### src/rtl/pulse_meter_pkg.sv
// Shared definitions for the pulse period meter: FSM encodings and counter limit helper.
package pulse_meter_pkg;

    typedef enum logic [1:0] {
        StIdle     = 2'd0,
        StWaitRise = 2'd1,
        StMeasHigh = 2'd2,
        StMeasLow  = 2'd3
    } state_e;

    // All-ones value of a counter of the given width.
    function automatic longint unsigned cnt_max(input int unsigned width);
        return (64'd1 << width) - 64'd1;
    endfunction

endpackage

### src/rtl/sig_sync_edge.sv
// Synchronises a slow asynchronous input into clk_i and flags its rising and falling edges.
module sig_sync_edge #(
    parameter int unsigned SYNC_STAGES = 2
) (
    input  logic clk_i,
    input  logic rst_n_i,
    input  logic sig_i,
    output logic rise_o,
    output logic fall_o
);

    logic [SYNC_STAGES-1:0] sync_q, sync_d;
    logic                   hist_q, hist_d;
    logic                   level;

    assign level = sync_q[SYNC_STAGES-1];

    always_comb begin
        sync_d = {sync_q[SYNC_STAGES-2:0], sig_i};
        hist_d = level;
    end

    always_ff @(posedge clk_i or negedge rst_n_i) begin
        if (!rst_n_i) begin
            sync_q <= '0;
            hist_q <= 1'b0;
        end else begin
            sync_q <= sync_d;
            hist_q <= hist_d;
        end
    end

    assign rise_o = level & ~hist_q;
    assign fall_o = ~level & hist_q;

endmodule

### src/rtl/pulse_period_meter.sv
// Measures high time and rise-to-rise period of a slow signal in clk_i cycles,
// single-shot or continuous, with abort and saturation timeout.
module pulse_period_meter
    import pulse_meter_pkg::*;
#(
    parameter int unsigned CNT_W       = 16,
    parameter int unsigned SYNC_STAGES = 2
) (
    input  logic             clk_i,
    input  logic             rst_n_i,
    input  logic             sig_i,
    input  logic             start_i,
    input  logic             cont_i,
    input  logic             abort_i,
    output logic [CNT_W-1:0] period_o,
    output logic [CNT_W-1:0] high_o,
    output logic             valid_o,
    output logic             busy_o,
    output logic             timeout_o
);

    localparam logic [CNT_W-1:0] CNT_MAX = CNT_W'(cnt_max(CNT_W));
    localparam logic [CNT_W-1:0] CNT_ONE = CNT_W'(1);

    state_e           state_q, state_d;
    logic [CNT_W-1:0] cnt_q, cnt_d;
    logic [CNT_W-1:0] high_r_q, high_r_d;
    logic [CNT_W-1:0] period_q, period_d;
    logic [CNT_W-1:0] high_q, high_d;
    logic             valid_q, valid_d;
    logic             timeout_q, timeout_d;
    logic             busy_q, busy_d;
    logic             rise, fall;
    logic             cnt_sat;

    sig_sync_edge #(
        .SYNC_STAGES(SYNC_STAGES)
    ) u_sync (
        .clk_i  (clk_i),
        .rst_n_i(rst_n_i),
        .sig_i  (sig_i),
        .rise_o (rise),
        .fall_o (fall)
    );

    assign cnt_sat = (cnt_q == CNT_MAX);

    always_ff @(posedge clk_i or negedge rst_n_i) begin
        if (!rst_n_i) begin
            state_q <= StIdle;
        end else begin
            state_q <= state_d;
        end
    end

    // A fall at saturation would need a period beyond CNT_MAX, so it times out instead.
    always_comb begin
        state_d = state_q;
        unique case (state_q)
            StIdle: begin
                if (start_i) state_d = StWaitRise;
            end
            StWaitRise: begin
                if (abort_i)      state_d = StIdle;
                else if (rise)    state_d = StMeasHigh;
                else if (cnt_sat) state_d = StIdle;
            end
            StMeasHigh: begin
                if (abort_i)      state_d = StIdle;
                else if (cnt_sat) state_d = StIdle;
                else if (fall)    state_d = StMeasLow;
            end
            StMeasLow: begin
                if (abort_i)      state_d = StIdle;
                else if (rise)    state_d = cont_i ? StMeasHigh : StIdle;
                else if (cnt_sat) state_d = StIdle;
            end
            default: state_d = StIdle;
        endcase
    end

    always_comb begin
        cnt_d     = cnt_q;
        high_r_d  = high_r_q;
        period_d  = period_q;
        high_d    = high_q;
        valid_d   = 1'b0;
        timeout_d = 1'b0;
        busy_d    = (state_q != StIdle);
        unique case (state_q)
            StIdle: begin
                if (start_i) cnt_d = '0;
            end
            StWaitRise: begin
                if (!abort_i) begin
                    if (rise)         cnt_d = CNT_ONE;
                    else if (cnt_sat) timeout_d = 1'b1;
                    else              cnt_d = cnt_q + CNT_ONE;
                end
            end
            StMeasHigh: begin
                if (!abort_i) begin
                    if (cnt_sat) begin
                        timeout_d = 1'b1;
                    end else if (fall) begin
                        high_r_d = cnt_q;
                        cnt_d    = cnt_q + CNT_ONE;
                    end else begin
                        cnt_d = cnt_q + CNT_ONE;
                    end
                end
            end
            StMeasLow: begin
                if (!abort_i) begin
                    if (rise) begin
                        period_d = cnt_q;
                        high_d   = high_r_q;
                        valid_d  = 1'b1;
                        cnt_d    = CNT_ONE;
                    end else if (cnt_sat) begin
                        timeout_d = 1'b1;
                    end else begin
                        cnt_d = cnt_q + CNT_ONE;
                    end
                end
            end
            default: ;
        endcase
    end

    always_ff @(posedge clk_i or negedge rst_n_i) begin
        if (!rst_n_i) begin
            cnt_q     <= '0;
            high_r_q  <= '0;
            period_q  <= '0;
            high_q    <= '0;
            valid_q   <= 1'b0;
            timeout_q <= 1'b0;
            busy_q    <= 1'b0;
        end else begin
            cnt_q     <= cnt_d;
            high_r_q  <= high_r_d;
            period_q  <= period_d;
            high_q    <= high_d;
            valid_q   <= valid_d;
            timeout_q <= timeout_d;
            busy_q    <= busy_d;
        end
    end

    assign period_o  = period_q;
    assign high_o    = high_q;
    assign valid_o   = valid_q;
    assign busy_o    = busy_q;
    assign timeout_o = timeout_q;

endmodule

### config.mk
export PLATFORM = sky130hd
export DESIGN_NAME = pulse_period_meter
export DESIGN_NICKNAME = d
export VERILOG_FILES = /design/src/rtl/pulse_meter_pkg.sv /design/src/rtl/sig_sync_edge.sv /design/src/rtl/pulse_period_meter.sv
export SDC_FILE = /design/constraint.sdc
export NUM_CORES = 1
export LEC_CHECK = 0
export ABC_AREA = 0
export BUFFER_PORTS_ARGS = -buffer_cell sky130_fd_sc_hd__buf_2
export CAP_MARGIN = 40
export CELL_PAD_IN_SITES_DETAIL_PLACEMENT = 1
export CELL_PAD_IN_SITES_GLOBAL_PLACEMENT = 1
export CORE_MARGIN = 1.5
export CORE_UTILIZATION = 25
export CTS_BUF_LIST = sky130_fd_sc_hd__clkbuf_8
export CTS_CLUSTER_SIZE = 20
export DETAILED_ROUTE_END_ITERATION = 8
export GPL_TIMING_DRIVEN = 0
export PLACE_DENSITY = 0.57
export SYNTH_ARGS = -nofsm -noshare
export SYNTH_HDL_FRONTEND = slang
export SYNTH_HIERARCHICAL = 1
export SYNTH_SLANG_ARGS = --single-unit
### constraint.sdc
create_clock -name clk_i -period 2.2 [get_ports clk_i]
set_input_delay 0.11 -clock clk_i [delete_from_list [all_inputs] [get_ports clk_i]]
set_output_delay 0.11 -clock clk_i [all_outputs]
set_load 0.02 [all_outputs]
# Yosys cells after proc, flatten, opt, wreduce, memory -nomap -nowiden
# Index checks and enable logic that the tools add are counted.
# W data, S select, Z words.
[totals] ff_bits=72 latch_bits=0 mem_bits_rw=0 mem_bits_ro=0 in_bits=6 out_inout_bits=35 word_cells=57 memories=0
[classes] add_sub_neg=1 n_mul=0 div=0 n_lt_le_gt_ge=0 n_eq_ne=8 shift=0 n_mux=25 n_bitwise=6 n_reduce_logical=7
[op_table] operator="$mux W16" n=5
[op_table] operator="$pmux W16 S3" n=1
[op_table] operator="$mux W2" n=10
[op_table] operator="$add A16 B1 Y16 const B" n=1
[op_table] operator="$eq A16 B16 Y1 const B" n=1
[op_table] operator="$pmux W2 S4" n=1
[op_table] operator="$mux W1" n=7
[op_table] operator="$ne A2 B2 Y1 const B" n=3
[op_table] operator="$reduce_and A3 Y1" n=2
[op_table] operator="$eq A2 B2 Y1 const B" n=2
[op_table] operator="$ne A4 B4 Y1 const B" n=1
[op_table] operator="$not A1 Y1" n=4
[op_table] operator="$reduce_and A4 Y1" n=1
[op_table] operator="$and A1 B1 Y1" n=2
[op_table] operator="$eq A2 B1 Y1 const B" n=1
[op_table] operator="$logic_not A2 Y1" n=1
[op_table] operator="$pmux W1 S2" n=1
[op_table] operator="$reduce_and A2 Y1" n=1
[op_table] operator="$reduce_bool A2 Y1" n=1
[op_table] operator="$reduce_or A2 Y1" n=1

# Logic depth before layout (Yosys ltp)
# Gate-level depths: netlist (run 1).
[logic_depth] depth_word=6 mapped_depth=8 mapped_depth_nobuf=5

# By module
# The synthesis (run 1) kept the hierarchy.
[modules_own_cells] module="pulse_period_meter" n_inst=1 cells_each=243 area_per_inst_um2=3111.7 seq_area_each_um2=1726.7
[modules_own_cells] module="sig_sync_edge" n_inst=1 cells_each=5 area_per_inst_um2=90.1 seq_area_each_um2=75.1

# Worst setup path before layout (run 1)
# No wires, ideal clock.
[synth_path] path_type="flip-flop to flip-flop" startpoint="register cnt_q[0]" endpoint="register high_r_q[10]" setup_time_ps=125 arrival_ps=1871 t_required_ps=2075 setup_slack_ps=204 stages_incl_launch_ff=9 path_buffers=3 period_less_slack_ps=1996 path_cell_list="dfrtp_1 > ha_1 > and2_4 > buf_6 > and3_1 > buf_6 > a21oi_4 > buf_12 > mux2_4"
[synth_between] elab_chain_cells=3
[synth_rtl] item="start: declaration" line="pulse_period_meter.sv:26" text="logic [CNT_W-1:0] cnt_q, cnt_d;"
[synth_rtl] item="start signal: assignment" line="pulse_period_meter.sv:141" text="cnt_q <= cnt_d;"
[synth_rtl] item="$eq A16 B16 Y1" line="pulse_period_meter.sv:46" text="assign cnt_sat = (cnt_q == CNT_MAX);"
[synth_rtl] item="$not A1 Y1 (no source line)"
[synth_rtl] item="$reduce_and A4 Y1 (no source line)"
[synth_rtl] item="end signal: assignment" line="pulse_period_meter.sv:142" text="high_r_q <= high_r_d;"
[synth_rtl] item="end: declaration" line="pulse_period_meter.sv:27" text="logic [CNT_W-1:0] high_r_q, high_r_d;"
# Every way passes these cells.
# A chain may end at the register's enable or synchronous reset.

# Worst setup path in the final report (run 1)
[layout_path] startpoint="register cnt_q[0]" endpoint="register high_r_q[8]"
# Same word-level chain as after synthesis.

==> results.md, run 1 <==
- Status: finished clean
- DP HPWL: 5120 um
- Congestion Overflow GR: 0
- Req. time, crit path: 2.44 ns
- CTS tree: built
- WL/cell: 15.4 um
- Final ANT Viol Nets: 0
- Chip width: 116 um
- CP Capture Type: flip-flop
- Total power: 2.87 mW
- Ports: 41
- Number of synthesized flops with an enable pin: 0
- Clk_lat worst skew: 0.35 ns
- Vias in the first global route: 2,280
- Hold endpoint: cnt_q[0]$_DFFE_PN0P_
- DR pass1 iterations: 4
- Worst VDD drop: 0.343 mV
- Initial DRC count: 137
- R2R depth: 8
- PortBufs: 40
- Vias per cell: 4.57
- Initial core utilization: 25.5%
- Worst setup SP type: flip-flop
- Fmax: 473 MHz
- Final Cycle Share: 96.2%
- Layout cells sized above 1: 39.7%
- Yosys warns: 6
- CTS Buf Count: 9
- Tmin final: 2.12 ns
- Pwr/cell area: 730 nW/um2
- CP Data Arrival Time: 2.36 ns
- Max-cap violations: 0
- CP max stage cell: dfrtp_2
- Max incr delay on CP: 0.44 ns
- Clk sink count: 72
- Fin nets: 312
- Crit-path max FO: 10
- Via count: 2,205
- Die ar.: 13,500 um2
- Core ar.: 12,600 um2
- RR Endpoint: high_r_q[8]$_DFFE_PN0P_
- P&R area growth vs syn: 22.8%
- Synth cell types: 51
- Final WL: 7430 um
- Critical path type: flip-flop to flip-flop
- Antenna diodes: 0
- # DRC: 0
- Delay-heaviest family, CP: buffers and inverters
- First-pass GRT wire length: 12,500 um
- Post-synthesis sequential area ratio: 56.3%
- Setup Viol. Count Final: 0
- Worst path buffer plus inverter count: 3
- FF-to-FF Start: cnt_q[0]$_DFFE_PN0P_
- Hold Vio Cnt, Final: 0
- Clock-pin slew on the worst setup and hold paths: 0.08 ns
- R2r setup slk: 0.08 ns
- Root buffer cell: clkbuf_8
- Clock Skew: 0.00845 ns
- FFs w/ async S/R, synth: 100%
- Worst min-delay path startpoint: start_i
- Fin util: 31.3%
- Commonest non-fill, non-tap cell in the layout: dfrtp_1
- Num rows: 41
- Most frequent cells in the layout: 71 x dfrtp_1, 45 x buf_2, 35 x mux2_2
- Cells after Synth: 248
- Slew HR: 65.9%
- FF+latch count, synth: 72
- CP cell instances: ha_1 > and2_4 > buf_6 > and3_1 > buf_6 > a21oi_4 > buf_12 > mux2_4
- Max Root-Sink Buffers: 2
- Hold Path Cell Cnt: 3
- Worst hold path type: primary input to flip-flop
- Synth Cell Area: 3200 um2
- P_leak: 1.93 nW
- Synthesized area per cell: 12.9 um2
- CTS H-tree depth: 3
- Fill cells: 1,388
- GP Congestion: 0.806
- Die Y: 116 um
- GRT Total Usage: 12.3%
- Most frequent CP cell: buf_6
- Largest net degree at the start of global routing: 43
- Syn_nets: 255
- Slew @ Worst Pin: 0.512 ns
- Post-synth top flop: dfrtp_1
- RSZ-0062 raised after global routing: no
- Fin. max-slew vios: 0
- Initial antenna violation count: 0
==> cell usage after synthesis (2+ instances only) <==
master	count	share of area (%)
a211oi_1	2	0.47
a21o_1	8	1.9
a21oi_1	6	0.94
a31oi_1	4	0.78
and3_1	4	0.78
and4_1	3	0.82
buf_2	6	0.94
buf_6	2	0.70
clkbuf_1	3	0.35
dfrtp_1	72	56
inv_1	6	0.70
mux2_2	35	12
mux2_4	10	4.7
mux2i_1	6	1.9
nand2_1	11	1.3
nand2b_1	2	0.39
nand3_1	6	0.94
nor2_1	6	0.70
nor2b_1	2	0.39
nor4_1	4	0.78
nor4b_1	2	0.55
o2111ai_1	2	0.55
o21ai_0	17	2.7
o31ai_1	2	0.47
==> flip-flops by register name (all words and copies together) (netlist names), 2 cells and up <==
register / cells
cnt_q: 16
high_o: 16
high_r_q: 16
period_o: 16
state_q: 2
u_sync/sync_q: 2
==> repair_timing <==
item                       CTS  global route
hold endpoints to repair    32             0
buffers inserted             1             1
setup endpoints to repair   10             2
hold buffers                 3             0
pin swaps                    1             1
gates resized for setup      0             1
==> routing by layer <==
layer  vias up  GRT usage, %  routed length, um
met5         -             0                  0
met4         0          4.72                127
met3        11          3.58                321
met2        52          18.9               3320
met1      1115          16.3               3660
li1       1027             -                  -
==> metrics by stage <==
stage / cell area, um2 / instances / setup TNS [ns] / setup slack [ns] / hold slack [ns]
after CTS: 3920 / 481 / 0 / 0.0954 / 0.0752
after floorplan: 3200 / 248 / 0 / 0.204 / -0.186
after detailed placement: 3650 / 461 / -0.204 / -0.0345 / 0.0870
after global placement: 3620 / 460 / -0.0580 / -0.00815 / 0.221
after global routing: 3930 / 482 / 0 / 0.00617 / 0.105
final: 3930 / 482 / 0 / 0.0846 / 0.0978
==> worst max path at each step <==
stage	start	to	slack (ns)	cells past startpoint
after floorplan	cnt_q[0]$_DFFE_PN0P_	high_r_q[10]$_DFFE_PN0P_	0.20	8
after global placement	cnt_q[0]$_DFFE_PN0P_	high_r_q[14]$_DFFE_PN0P_	-0.008	8
after detailed placement	cnt_q[0]$_DFFE_PN0P_	high_r_q[8]$_DFFE_PN0P_	-0.03	8
after CTS	cnt_q[0]$_DFFE_PN0P_	high_r_q[8]$_DFFE_PN0P_	0.1	8
after global routing	cnt_q[0]$_DFFE_PN0P_	high_r_q[8]$_DFFE_PN0P_	0.006	8
final	cnt_q[0]$_DFFE_PN0P_	high_r_q[8]$_DFFE_PN0P_	0.08	8
==> cells by family (layout without fill, tap and decap cells) <==
family,after synthesis,count (layout),synth area share (%)
fa+ha+maj,1,1,0.391
mux,51,51,18.9
buf+inv,19,81,3.56
simple gates,52,52,9.85
compound gates,53,53,11.1
flops,72,72,56.3
==> where the power goes <==
part | internal, mW | switching, mW | total [mW]
clock | 0.650 | 0.538 | 1.19
sequential | 1.36 | 0.0284 | 1.39
combinational | 0.106 | 0.191 | 0.296
total | 2.12 | 0.757 | 2.87
==> layout make-up <==
| cell class | count | area, um2 | area share, % |
|---|---|---|---|
| plain buffers | 13 | 91.3 | 2.32 |
| clock buffers | 9 | 124 | 3.15 |
| clock inverters | 7 | 103 | 2.61 |
| inverters | 6 | 22.5 | 0.573 |
| multi-input cells | 157 | 1290 | 32.7 |
| flip-flops and latches | 72 | 1800 | 45.8 |
| well taps | 172 | 215 | 5.47 |
| repair buffers | 46 | 288 | 7.32 |
==> worst min-delay path: stages <==
cell     delay [ns]
buf_2          0.11
o21ai_0        0.08
o211a_1        0.12
Note: power is estimated with default switching activity, not from simulation.
==> run 2: changes to the inputs <==
--- a/config.mk
+++ b/config.mk
@@ -16,7 +16,8 @@
 export CTS_CLUSTER_SIZE = 20
 export DETAILED_ROUTE_END_ITERATION = 8
 export GPL_TIMING_DRIVEN = 0
-export PLACE_DENSITY = 0.57
+export PLACE_DENSITY = 0.51
+export SKIP_CTS_REPAIR_TIMING = 1
 export SYNTH_ARGS = -nofsm -noshare
 export SYNTH_HDL_FRONTEND = slang
 export SYNTH_HIERARCHICAL = 1
==> run 2 against run 1 <==
Cell area is 1.4% lower. Critical path depth stayed put. Clock power is 18% lower.
==> results.md, run 2 (synthesis gave the netlist of run 1 again) <==
- Status: finished clean (unchanged)
- Vias per cell: 4.53 (was 4.57)
- CTS tree: built (unchanged)
- Hold Path Cell Cnt: 2 (was 3)
- Initial antenna violation count: 0 (unchanged)
- Fmax: 475 MHz (was 473 MHz)
- DP HPWL: 5260 um (was 5120 um)
- DR pass1 iterations: 4 (unchanged)
- Most frequent cells in the layout: 72 x dfrtp_1, 45 x buf_2, 35 x mux2_2 (was 71 x dfrtp_1, 45 x buf_2, 35 x mux2_2)
- Slew HR: 66.1% (was 65.9%)
- Worst min-delay path startpoint: abort_i (was start_i)
- Global routing met3 resource utilization: 3.48% (was 3.58%)
- R2R depth: 8 (unchanged)
- Antenna diodes: 0 (unchanged)
- Crit-path max FO: 10 (unchanged)
- Req. time, crit path: 2.44 ns (about the same)
- Vias in the first global route: 2,362 (was 2,280)
- Clock Skew: 0.0145 ns (was 0.00845 ns)
- GR Util met2: 18.7% (was 18.9%)
- Setup Viol. Count Final: 0 (unchanged)
- Via count: 2,179 (was 2,205)
- Final Cycle Share: 95.8% (was 96.2%)
- Multi-input gate area: 1290 um2 (unchanged)
- Largest net degree at the start of global routing: 51 (was 43)
- DP Area: 3650 um2 (unchanged)
- Congestion Overflow GR: 0 (unchanged)
- GRT Max-Usage Layer: met2 (unchanged)
- Final ANT Viol Nets: 0 (unchanged)
- Num rows: 41 (unchanged)
- Pre-CTS setup slack: -0.0552 ns (was -0.0345 ns)
- PortBufs: 40 (unchanged)
- Final setup margin: 0.0925 ns (was 0.0846 ns)
- GRT Total Usage: 12.7% (was 12.3%)
- WL/cell: 15.9 um (was 15.4 um)
- Pwr/cell area: 685 nW/um2 (was 730 nW/um2)
- Final WL: 7660 um (was 7430 um)
- Ports: 41 (unchanged)
- CP Capture Type: flip-flop (unchanged)
- Commonest non-fill, non-tap cell in the layout: dfrtp_1 (unchanged)
- RSZ-0062 raised after global routing: no (unchanged)
- Fin. max-slew vios: 0 (unchanged)
- CP Data Arrival Time: 2.35 ns (was 2.36 ns)
- Worst setup SP type: flip-flop (unchanged)
- R2r setup slk: 0.09 ns (was 0.08 ns)
- Worst hold path type: primary input to flip-flop (unchanged)
- Root buffer cell: clkbuf_8 (unchanged)
- Max Root-Sink Buffers: 2 (unchanged)
- Critical path type: flip-flop to flip-flop (unchanged)
- Fin util: 30.8% (was 31.3%)
- Die Y: 116 um (unchanged)
- CTS Buf Count: 9 (unchanged)
- Layout cells sized above 1: 39.5% (was 39.7%)
- Hold endpoint: state_q[1]$_DFFE_PN0P_ (was cnt_q[0]$_DFFE_PN0P_)
- Max-cap violations: 0 (unchanged)
- Initial core utilization: 25.5% (unchanged)
- Die ar.: 13,500 um2 (unchanged)
- Register area: 1800 um2 (about the same)
- CTS H-tree depth: 3 (unchanged)
- FF-to-FF Start: cnt_q[0]$_DFFE_PN0P_ (unchanged)
- # DRC: 0 (unchanged)
- Tmin final: 2.11 ns (was 2.12 ns)
- Total power: 2.66 mW (was 2.87 mW)
- Met1 Track Usage GR: 17.4% (was 16.3%)
- Finished Cell Area: 3880 um2 (was 3930 um2)
- Chip width: 116 um (unchanged)
- Clk_lat worst skew: 0.36 ns (was 0.35 ns)
- P&R area growth vs syn: 21.1% (was 22.8%)
- GP Congestion: 0.764 (was 0.806)
- Clk sink count: 72 (unchanged)
- Fill cells: 1,409 (was 1,388)
- Hold Vio Cnt, Final: 0 (unchanged)
- Fin nets: 311 (was 312)
- Clock-pin slew on the worst setup and hold paths: 0.08 ns (about the same)
- Worst VDD drop: 0.344 mV (was 0.343 mV)
- Initial DRC count: 147 (was 137)
- RR Endpoint: high_r_q[6]$_DFFE_PN0P_ (was high_r_q[8]$_DFFE_PN0P_)
- Slew @ Worst Pin: 0.508 ns (was 0.512 ns)
- First-pass GRT wire length: 12,900 um (was 12,500 um)
- P_leak: 1.91 nW (was 1.93 nW)
- Core ar.: 12,600 um2 (unchanged)
- Final setup TNS: 0 ns (unchanged)
-- run 2: how the worst max path moves through the flow --
stage	from	end	slack, ns	cells after the start
after floorplan	cnt_q[0]$_DFFE_PN0P_	high_r_q[10]$_DFFE_PN0P_	0.20	8
after global placement	cnt_q[0]$_DFFE_PN0P_	high_r_q[6]$_DFFE_PN0P_	-0.01	8
after detailed placement	cnt_q[0]$_DFFE_PN0P_	high_r_q[6]$_DFFE_PN0P_	-0.06	8
after CTS	cnt_q[0]$_DFFE_PN0P_	high_r_q[6]$_DFFE_PN0P_	-0.06	8
after global routing	cnt_q[0]$_DFFE_PN0P_	high_r_q[7]$_DFFE_PN0P_	0.02	8
final	cnt_q[0]$_DFFE_PN0P_	high_r_q[6]$_DFFE_PN0P_	0.09	8
-- run 2: worst max-delay path: stages, from the launching register on --
cell     delay (ns)
dfrtp_1        0.44
ha_1           0.24
and2_4         0.14
buf_6          0.13
and3_1         0.18
buf_6          0.14
a21oi_4        0.24
buf_12         0.19
mux2_4         0.30
-- run 2: where the power goes --
part           switching (mW)  total (mW)  leakage (nW)  internal, mW
Combinational           0.189       0.294         0.828         0.104
Sequential             0.0288        1.39         0.993          1.36
Clock                   0.530       0.974        0.0926         0.444
Total                   0.749        2.66          1.91          1.91
-- run 2: through the flow --
stage	hold WS, ns	std cells
2_1_floorplan	-0.186	248
3_3_place_gp	0.219	460
3_5_place_dp	0.0483	461
4_1_cts	-0.353	477
5_1_grt	0.0233	481
6_report	0.0136	481
-- run 2: layer usage --
layer	routed length [um]	part of all wire [%]
met3	288	3.8
met2	3360	44
met1	3820	50
met4	182	2.4
met5	0	0
-- run 2: area by class of cell --
cell class              instances  area share [%]
clock buffers                  10            3.55
repair buffers                 45            7.17
flip-flops and latches         72            46.5
clock inverters                 6            1.13
plain buffers                  13            2.36
inverters                       6           0.581
well taps                     172            5.55
multi-input cells             157            33.2
